===== src/rtl/mem_pkg.sv =====
// rtl/mem_pkg.sv - shared RAM geometry, requester IDs and read-owner encoding
package mem_pkg;

    localparam int RAM_ADDR_W = 9;
    localparam int RAM_DATA_W = 32;

    localparam int REQ_CPU = 0;
    localparam int REQ_IO  = 1;

    typedef enum logic [1:0] {
        OWN_NONE = 2'b00,
        OWN_0    = 2'b01,
        OWN_1    = 2'b10
    } owner_e;

    // Owner of the read issued this cycle; writes and idle cycles own nothing.
    function automatic owner_e read_owner(input logic [1:0] gnt, input logic we0, input logic we1);
        owner_e own;
        own = OWN_NONE;
        if (gnt[REQ_CPU] && !we0) begin
            own = OWN_0;
        end else if (gnt[REQ_IO] && !we1) begin
            own = OWN_1;
        end
        return own;
    endfunction

endpackage


===== src/rtl/rr_arb2.sv =====
// rtl/rr_arb2.sv - two-way combinational picker with last-grant pointer, one-hot grant
module rr_arb2 #(
    parameter bit RR_EN = 1'b1
) (
    input  logic [1:0] req,
    input  logic       last_gnt,
    output logic [1:0] gnt
);

    always_comb begin
        gnt = 2'b00;
        case (req)
            2'b01:   gnt = 2'b01;
            2'b10:   gnt = 2'b10;
            // On a tie, round-robin favours whoever was not served last.
            2'b11:   gnt = (RR_EN && !last_gnt) ? 2'b10 : 2'b01;
            default: gnt = 2'b00;
        endcase
    end

endmodule


===== src/rtl/ram_arbiter.sv =====
// rtl/ram_arbiter.sv - two-requester arbiter and sequencer for the shared single-port RAM
module ram_arbiter
    import mem_pkg::*;
#(
    parameter int ADDR_W = RAM_ADDR_W,
    parameter int DATA_W = RAM_DATA_W,
    parameter bit RR_EN  = 1'b1
) (
    input  logic              clk,
    input  logic              rst_n,
    input  logic              req0,
    input  logic              req1,
    input  logic              we0,
    input  logic              we1,
    input  logic [ADDR_W-1:0] addr0,
    input  logic [ADDR_W-1:0] addr1,
    input  logic [DATA_W-1:0] wdata0,
    input  logic [DATA_W-1:0] wdata1,
    output logic              gnt0,
    output logic              gnt1,
    output logic              rvalid0,
    output logic              rvalid1,
    output logic [DATA_W-1:0] rdata,
    output logic              ram_read,
    output logic              ram_write,
    output logic [ADDR_W-1:0] ram_addr,
    output logic [DATA_W-1:0] ram_wdata,
    input  logic [DATA_W-1:0] ram_data_out
);

    logic       ptr_q, ptr_d;
    owner_e     owner_q, owner_d;
    logic [1:0] req_vec;
    logic [1:0] gnt_vec;

    assign req_vec = {req1, req0};

    rr_arb2 #(
        .RR_EN (RR_EN)
    ) u_pick (
        .req      (req_vec),
        .last_gnt (ptr_q),
        .gnt      (gnt_vec)
    );

    always_comb begin
        ram_read  = 1'b0;
        ram_write = 1'b0;
        ram_addr  = '0;
        ram_wdata = '0;
        ptr_d     = ptr_q;
        owner_d   = read_owner(gnt_vec, we0, we1);
        if (gnt_vec[REQ_CPU]) begin
            ram_addr  = addr0;
            ram_wdata = wdata0;
            ram_write = we0;
            ram_read  = !we0;
            ptr_d     = 1'b0;
        end else if (gnt_vec[REQ_IO]) begin
            ram_addr  = addr1;
            ram_wdata = wdata1;
            ram_write = we1;
            ram_read  = !we1;
            ptr_d     = 1'b1;
        end
    end

    // Pointer resets to requester 1 so requester 0 wins the first tie.
    always_ff @(posedge clk or negedge rst_n) begin
        if (!rst_n) begin
            ptr_q   <= 1'b1;
            owner_q <= OWN_NONE;
        end else begin
            ptr_q   <= ptr_d;
            owner_q <= owner_d;
        end
    end

    // The owner register is one-hot, so its bits are the rvalid flops themselves.
    assign gnt0    = gnt_vec[REQ_CPU];
    assign gnt1    = gnt_vec[REQ_IO];
    assign rvalid0 = (owner_q == OWN_0);
    assign rvalid1 = (owner_q == OWN_1);
    assign rdata   = ram_data_out;

endmodule


===== config.mk =====
export PLATFORM = sky130hd
export DESIGN_NAME = ram_arbiter
export DESIGN_NICKNAME = d
export VERILOG_FILES = /design/src/rtl/mem_pkg.sv /design/src/rtl/rr_arb2.sv /design/src/rtl/ram_arbiter.sv
export SDC_FILE = /design/constraint.sdc
export NUM_CORES = 1
export LEC_CHECK = 0
export CORE_AREA = 2 2 77 79
export DETAILED_ROUTE_END_ITERATION = 10
export DIE_AREA = 0 0 79 81
export HOLD_SLACK_MARGIN = 0.15
export PLACE_DENSITY = 0.75
export SLEW_MARGIN = 20
export SYNTH_ARGS = -nofsm -noshare
export SYNTH_HDL_FRONTEND = slang
export SYNTH_HIERARCHICAL = 1
export SYNTH_SLANG_ARGS = --single-unit

===== constraint.sdc =====
create_clock -name clk -period 2.05 [get_ports clk]
set_input_delay 0.205 -clock clk [delete_from_list [all_inputs] [get_ports clk]]
set_output_delay 0.205 -clock clk [all_outputs]
set_load 0.005 [all_outputs]

## Yosys cells after proc, flatten, opt, wreduce, memory -nomap -nowiden

Index checks and enable logic that the tools add are counted.

- Bits in registers: 3
- Logic and storage cells: 26

- Reductions and logical operators: 5
- Eq/ne operators: 5
- Multiplexer cells: 14

Operator list:

| cell | number |
|---|---|
| $mux 32 | 2 |
| $mux 9 | 2 |
| $eq 2x2->1 const B | 3 |
| $mux 1 | 6 |
| $mux 2 | 3 |
| $pmux 2 s3 | 1 |
| $eq 2x1->1 const B | 2 |
| $logic_and 1x1->1 | 2 |
| $logic_not 1->1 | 2 |
| $reduce_bool 2->1 | 1 |

## Depth between registers and ports, before layout

Gate-level depths: netlist of the first run.

- Depth in word-level cells: 5
- Gate-level depth with buffers: 6
- Gate-level depth less buffers: 4

## Modules after synthesis

The synthesis of the first run kept the hierarchy.

Modules (own cells, without submodules):

| module | area an instance (um^2) | instances | cells an instance | seq. area each (um^2) |
|---|---|---|---|---|
| ram_arbiter | 890.9 | 1 | 99 | 76.3 |
| rr_arb2 | 18.8 | 1 | 3 | 0.0 |

## Worst setup path after synthesis of the first run

OpenSTA, ideal clock, no wires.

- Kind: flip-flop to output port
- Start: register ptr_q
- End: output port ram_write
- Path slack: 0.452 ns
- Arrival time: 1.393 ns
- Data required time: 1.845 ns
- Cell stages (with the launch flop): 6
- Cell sequence: dfstp_2 -> inv_1 -> a21boi_1 -> nor2b_4 -> buf_6 -> a22o_2

RTL lines:

| item | line | RTL |
|---|---|---|
| from (decl) | ram_arbiter.sv:31 | `logic ptr_q, ptr_d;` |
| from (signal assigned) | ram_arbiter.sv:74 | `ptr_q <= ptr_d;` |
| $mux 2 | rr_arb2.sv:16 | `2'b11: gnt = (RR_EN && !last_gnt) ? 2'b10 : 2'b01;` |
| $pmux 2 s3 | rr_arb2.sv:12 | `case (req)` |
| named net gnt0 | ram_arbiter.sv:19 | `output logic gnt0,` |
| $mux 1 | ram_arbiter.sv:53 | `if (gnt_vec[REQ_CPU]) begin` |
| to (decl) | ram_arbiter.sv:25 | `output logic ram_write,` |

The timed path passes the listed nets, and every way through them passes these cells.

## Final worst setup path of the first run

- Start: register ptr_q
- End: output port ram_wdata[8]

- Cells in the longest elaborated chain, start to end: 4

Ends and longest elaborated chain:

| item | line | RTL |
|---|---|---|
| $mux 2 (*) | rr_arb2.sv:16 |  |
| $pmux 2 s3 (*) | rr_arb2.sv:12 |  |
| $mux 32 | ram_arbiter.sv:59 | `end else if (gnt_vec[REQ_IO]) begin` |
| $mux 32 (*) | ram_arbiter.sv:53 |  |
| to (decl) | ram_arbiter.sv:27 | `output logic [DATA_W-1:0] ram_wdata,` |

Mark *: on every way between the ends. The rest lies on a longest branch, timed or not.

==> summary.txt, run 1 <==
Pwr
  – Combinational power share: 0.692
  – PwrDens: between 300 and 400 nW/µm²
  – Pint: slightly below 0.6 mW
  – Reg power frac: 0.090
  – Switching Fraction: 0.258
  – Peak VDD IR: between 0.00015 and 0.0002 V
  – Leakage power: ~1.1 nW
  – Clock share of power: 0.217
  – Switching power: about 0.2 mW

Timing
  – Final Setup Violations: 0
  – Max Slew Vio Count: 0
  – Final Hold Vio Count: 0
  – Hold_ws: 181 ps
  – Period utilization: 0.973
  – Final worst slack: between 50 and 60 ps
  – Clk_skew: ~2.8 ps
  – Slew @ Worst Pin: around 150 ps
  – Setup TNS: 0 ps
  – Tmin final: 1990 ps
  – Fmax achieved: ~500 MHz
  – Slew headroom: 0.900

Die
  – I/O pins: around 200
  – Die width: roughly 79 µm
  – Die Y: between 80 and 90 µm
  – Initial core utilization: 0.160
  – Row cnt: 28
  – Die area: 6400 µm²
  – Core area: 5680 µm²

GRT
  – Largest net degree at the start of global routing: 26
  – GRT met2 Usage: 0.218
  – First-pass GRT wire length: roughly 5.4 mm
  – Vias in the first global route: 1,190
  – Total Routing Usage GR: 0.107
  – Busiest grt layer: met2
  – GR Util met3: 0.0256
  – Total congestion overflow: 0
  – Initial antenna violation count: 0
  – Met1 Use GR: 0.0957

Critical path
  – Critical Path Source Type: flop
  – Critical path class: reg -> out
  – CP required: 1850 ps
  – CP arrival: roughly 1800 ps
  – Worst flop-to-flop path startpoint: ptr_q
  – Crit path launch: ptr_q
  – Flop2flop setup slack: 660 ps
  – Crit-path max FO: 25
  – Reg2Reg Depth: 7
  – R2R Path End: owner_q[1]
  – CP Capture Type: output port

Route
  – Final ANT Viol Nets: 0
  – Via/cell ratio: between 4 and 5
  – Via count: roughly 1,200
  – 1st-pass router iterations: 2
  – Initial DRC count: 16
  – Total wire length: roughly 3.9 mm
  – DRC viols: 0
  – Per-cell routed wire length: roughly 13 µm

Yosys
  – Synth Area in XOR/XNOR: 0
  – Simple-Gate Fraction of Synth Area: 0.0770
  – Seq cells post-synth: 3
  – Synth cell types: 18
  – Post-Syn Area per Cell: just under 9 µm²
  – Mapped cell area: approximately 910 µm²
  – Synth Net Count: between 200 and 250
  – Largest family of logic cells by synthesized area: compound AO/OA/AOI/OAI gates
  – Seq/Total Area, Yosys: 0.0839
  – Post-synthesis cell count: about 100
  – Mux contribution to synthesized area: 0
  – Post-synthesis compound-gate area fraction: 0.466
  – Adder-Cell Fraction of Synth Area: 0
  – YS warnings: 6

Final layout
  – Commonest cells after routing, fill and taps aside: clkdlybuf4s50_1 (90), a22o_2 (33), dlygate4sd2_1 (33)
  – Number of diodes: 0
  – Layout area overhead: 146%
  – Nets: 335
  – Share of layout cells above drive strength 1: 0.266
  – Final Non-Filler Cells: between 200 and 300
  – Most common cell after layout, fill and taps aside: clkdlybuf4s50_1
  – Layout Utilization: 0.395

Placement
  – Hpwl dp: roughly 3.2 mm
  – Dpl ws: -199 ps
  – Dpl cells: 280
  – Port bufs: about 130
  – Placer Congestion: 0.734

Hold path
  – Hold crit path type: in -> async

CTS
  – Clk sinks: 3
  – CTS tree: yes
  – Clk buf depth: 2
  – Htree depth: 1
  – Worst-Skew Late Latency: roughly 210 ps
  – CTS clk-pin slew, worst paths: 30 ps
  – Root buf cell: clkbuf_8
  – CTS buffer count: 3
  – Hold buffer count at CTS: 0

Outcome
  – Status: finished, final reports clean

Run
  – Max cap viols: 0
## cells by family (layout without fill, tap and decap cells)
| logic type | after synthesis | after routing |
|---|---|---|
| and+or+nand+nor | 12 | 12 |
| buffers and inverters | 42 | 154 |
| DFF | 3 | 3 |
| AOI/OAI and AO/OA | 45 | 45 |
## timing repair
item | 4_1_cts | 5_1_grt
gates resized for setup | 42 | 14
pin swaps | 2 | 1
endpoints found under the hold margin | 0 | 0
endpoints found under the setup margin | 44 | 8
setup buffers | 2 | 2
gates cloned | 1 | 0
## critical path: stages (launching register included)
cell and delay, ps:
dfstp_2 540, inv_2 50, a21boi_4 180, buf_6 130, nor2b_4 40, buf_12 150, a22o_2 210, dlygate4sd2_1 260
## synthesized netlist by cell type
master / n / share of area
nor2b_1: 2 / 0.014
dfstp_2: 1 / 0.029
nor2b_4: 1 / 0.015
nand2_1: 4 / 0.017
a21boi_1: 1 / 0.0083
or2b_1: 1 / 0.0083
and2b_4: 1 / 0.011
buf_2: 1 / 0.0055
dfrtp_1: 2 / 0.055
inv_1: 1 / 0.0041
buf_4: 32 / 0.26
buf_6: 8 / 0.099
o21ai_0: 2 / 0.011
nor2_1: 3 / 0.012
o21bai_1: 1 / 0.0083
a21boi_0: 1 / 0.0083
a22o_1: 7 / 0.067
a22o_2: 33 / 0.36
## worst max-delay path by stage
stage	endpoint	slack [ps]	cells after the start
final	ram_wdata[8]	60	7
after global routing	ram_wdata[8]	-1	7
after CTS	ram_addr[4]	-120	7
after detailed placement	ram_wdata[18]	-200	6
after global placement	ram_wdata[17]	-150	6
after floorplan	ram_write	450	5
## sequential cells by signal, indices dropped and copies added, names as in the netlist
signal   flops
ptr_q        1
owner_q      2
## power by group through the flow
stage	Combinational, mW	Sequential, mW	Clock (mW)
global placement	0.565	0.0715	0
CTS	0.544	0.0714	0.174
detailed placement	0.573	0.0710	0
floorplan	0.240	0.0699	0
global route	0.587	0.0718	0.178
finish	0.546	0.0710	0.171
## layout make-up
type	count	area, µm²
Clock buffer	4	45.0
Sequential cell	3	76.3
Multi-Input combinational cell	57	509
Timing Repair Buffer	149	1510
Fill cell	604	3430
Tap cell	75	93.8
Inverter	1	3.75
## through the flow
step / total power, mW / cell area, µm²
final: 0.788 / 2240
after floorplan: 0.310 / 910
after global placement: 0.636 / 2130
after CTS: 0.790 / 2190
after detailed placement: 0.644 / 2130
after global routing: 0.836 / 2240
## per-layer routing
layer,part of all wire,routed length (µm)
met5,0,0
met1,0.31,1210
met2,0.55,2130
met3,0.11,421
met4,0.033,128
Note: power is estimated with default switching activity, not from simulation.
==> run 2: changes to the inputs <==
--- a/config.mk
+++ b/config.mk
@@ -10,7 +10,6 @@
 export DIE_AREA = 0 0 79 81
 export HOLD_SLACK_MARGIN = 0.15
 export PLACE_DENSITY = 0.75
-export SLEW_MARGIN = 20
 export SYNTH_ARGS = -nofsm -noshare
 export SYNTH_HDL_FRONTEND = slang
 export SYNTH_HIERARCHICAL = 1
==> results of run 2 <==
Same layout as run 1: the final DEF is identical, and so are final timing and power.
==> run 3: changes to the inputs <==
--- a/config.mk
+++ b/config.mk
@@ -5,11 +5,11 @@
 export SDC_FILE = /design/constraint.sdc
 export NUM_CORES = 1
 export LEC_CHECK = 0
-export CORE_AREA = 2 2 77 79
+export CORE_MARGIN = 5
+export CORE_UTILIZATION = 18
 export DETAILED_ROUTE_END_ITERATION = 10
-export DIE_AREA = 0 0 79 81
 export HOLD_SLACK_MARGIN = 0.15
-export PLACE_DENSITY = 0.75
+export PLACE_DENSITY = 0.81
 export SYNTH_ARGS = -nofsm -noshare
 export SYNTH_HDL_FRONTEND = slang
 export SYNTH_HIERARCHICAL = 1
==> run 3 against run 2 <==
  * Combinational power increased by 4%
  * Worst hold slack gained 4.3 ps
  * Utilization rose by 6.7 points
  * Largest cell class unchanged
==> summary.txt, run 3 (synthesis gave the netlist of run 1 again) <==
Outcome
  – Status: finished, final reports clean

Timing
  – Period utilization: 0.993 (+0.0200)
  – Final Setup Violations: 0 (unchanged)
  – Max Slew Vio Count: 0 (unchanged)
  – Fmax achieved: 491 MHz (-2.0%)
  – Final Hold Vio Count: 0 (unchanged)
  – Tmin final: 2040 ps (+41.1 ps)
  – RSZ-0062 raised after global routing: true
  – Slew @ Worst Pin: 194 ps (+43.4 ps)
  – Slew headroom: 0.871 (-0.0290)
  – Clk_skew: 0.979 ps (-1.82 ps)
  – Final worst slack: 14.4 ps (-41.1 ps)

GRT
  – First-pass GRT wire length: 5.74 mm (+5.6%)
  – Total Routing Usage GR: 0.111 (+0.00451)
  – Total congestion overflow: 0 (unchanged)
  – Initial antenna violation count: 0 (unchanged)
  – Vias in the first global route: 1,220 (+2.5%)
  – Largest net degree at the start of global routing: 29 (+12%)

Route
  – Final ANT Viol Nets: 0 (unchanged)
  – Initial DRC count: 14 (-2)
  – 1st-pass router iterations: 4 (+2)
  – Total wire length: 4.54 mm (+17%)
  – Via/cell ratio: 4.41 (+5.5%)
  – Per-cell routed wire length: 15.9 µm (+18%)
  – Via count: 1,258 (+4.1%)
  – DRC viols: 0 (unchanged)

Critical path
  – Ordered cell list for the critical path: inv_2, a21boi_4, buf_6, nor2b_4, buf_6, clkbuf_16, buf_12, a22o_2, clkbuf_2
  – Slowest cell on crit path: dfstp_2
  – Critical Path Source Type: flop
  – Reg2Reg Depth: 5 (-2)
  – Worst flop-to-flop path startpoint: ptr_q
  – Flop2flop setup slack: 830 ps (+170 ps)
  – Most used cell, CP: buf_6
  – Crit-path max FO: 9 (-64%)
  – CP required: 1850 ps (about the same)
  – CP arrival: 1830 ps (+40 ps)
  – CP Capture Type: output port
  – R2R Path End: owner_q[1]
  – Largest stage delay on the critical path: 540 ps (about the same)
  – Critical path class: reg -> out

Die
  – Row cnt: 25 (-11%)
  – Initial core utilization: 0.189 (+0.0286)
  – Die width: 81.1 µm (+2.6%)
  – Die area: 6570 µm² (+2.7%)
  – Die Y: 81.1 µm (+0.10%)
  – Core area: 4820 µm² (-15%)
  – I/O pins: 199 (unchanged)

Final layout
  – # fillers: 495 (-18%)
  – Layout area overhead: 145%
  – Nets: 339 (+1.2%)
  – Most common cell after layout, fill and taps aside: clkdlybuf4s50_1
  – Share of layout cells above drive strength 1: 0.344 (+0.0777)
  – Layout Utilization: 0.462 (+0.0675)
  – Largest register FFs: 2 (unchanged)
  – Biggest register: owner_q
  – Commonest cells after routing, fill and taps aside: clkdlybuf4s50_1 (91), a22o_2 (33), dlygate4sd2_1 (20)
  – Number of diodes: 0 (unchanged)
  – Leading registers by flop count: owner_q (2), ptr_q (1)

Hold path
  – Hold crit path type: in -> async

CTS
  – Root buf cell: clkbuf_8
  – Hold buffer count at CTS: 0 (unchanged)
  – Clk buf depth: 2 (unchanged)
  – Worst-Skew Late Latency: 210 ps (about the same)
  – CTS tree: yes
  – CTS buffer count: 3 (unchanged)
  – CTS clk-pin slew, worst paths: 30 ps (about the same)
  – Clk sinks: 3 (unchanged)
  – Htree depth: 1 (unchanged)

Placement
  – Hpwl dp: 3.62 mm (+12%)
  – Port bufs: 134 (unchanged)
  – Dpl ws: -212 ps (-12.8 ps)
  – Placer Congestion: 0.693 (-5.7%)

Run
  – Max cap viols: 0 (unchanged)

Pwr
  – PwrDens: 361 nW/µm² (+2.6%)
  – Peak VDD IR: 0.000269 V (+39%)
  – Leakage power: 1.04 nW (-4.7%)
==> run 3: cell types whose count changed in the layout (fill, tap and decap cells not counted), moves of 2 or more <==
cell,change
buf_6,+2
clkbuf_16,+2
clkbuf_2,+14
clkdlybuf4s15_1,+2
dlygate4sd2_1,-13
dlymetal6s2s_1,-4
==> run 3: where the power goes <==
part           internal [mW]  switching, mW
combinational          0.393          0.173
clock                  0.132         0.0337
sequential            0.0672        0.00412
==> run 3: area by class of cell <==
cell class	count	area, µm²	share of cell area
repair buffers	153	1510	0.678
clock buffers	4	45.0	0.0202
multi-input cells	57	509	0.229
flip-flops and latches	3	76.3	0.0343
inverters	1	3.75	0.00169
well taps	67	83.8	0.0376
==> run 3: how the worst max path moves through the flow <==
stage,from,end
detailed placement,req1,ram_wdata[19]
global route,ptr_q,ram_wdata[16]
finish,ptr_q,ram_wdata[12]
floorplan,ptr_q,ram_write
global placement,req1,ram_wdata[19]
CTS,req1,ram_wdata[19]
==> run 3: worst max-delay path, delay by kind of cell (launching register included) <==
family	cells	cell delay, ps
AO/OA/AOI/OAI	2	350
buffers and inverters	6	670
flip-flops	1	540
AND/OR/NAND/NOR	1	50
==> run 3: timing repair <==
action,CTS,global route
buffers inserted,0,12
pin swaps,1,1
setup endpoints to repair,44,36
gates resized for setup,42,45
gates cloned,0,2
==> run 3: metrics by stage <==
step,power [mW],instance area (µm²),cells,hold slack [ps],TNS (ps)
floorplan,0.310,910,102,-90.6,0
global placement,0.632,2090,268,397,-4620
detailed placement,0.640,2090,268,405,-7120
CTS,0.754,2090,272,186,-388
global route,0.859,2230,285,197,-177
finish,0.803,2230,285,185,0
==> run 3: routing by layer <==
layer | wire length (µm) | track usage | part of all wire | vias up
met5 | 0 | 0 | 0 | -
met4 | 123 | 0.0439 | 0.027 | 0
met3 | 653 | 0.0488 | 0.14 | 14
met2 | 2290 | 0.218 | 0.50 | 100
met1 | 1470 | 0.0985 | 0.32 | 560
li1 | - | - | - | 584
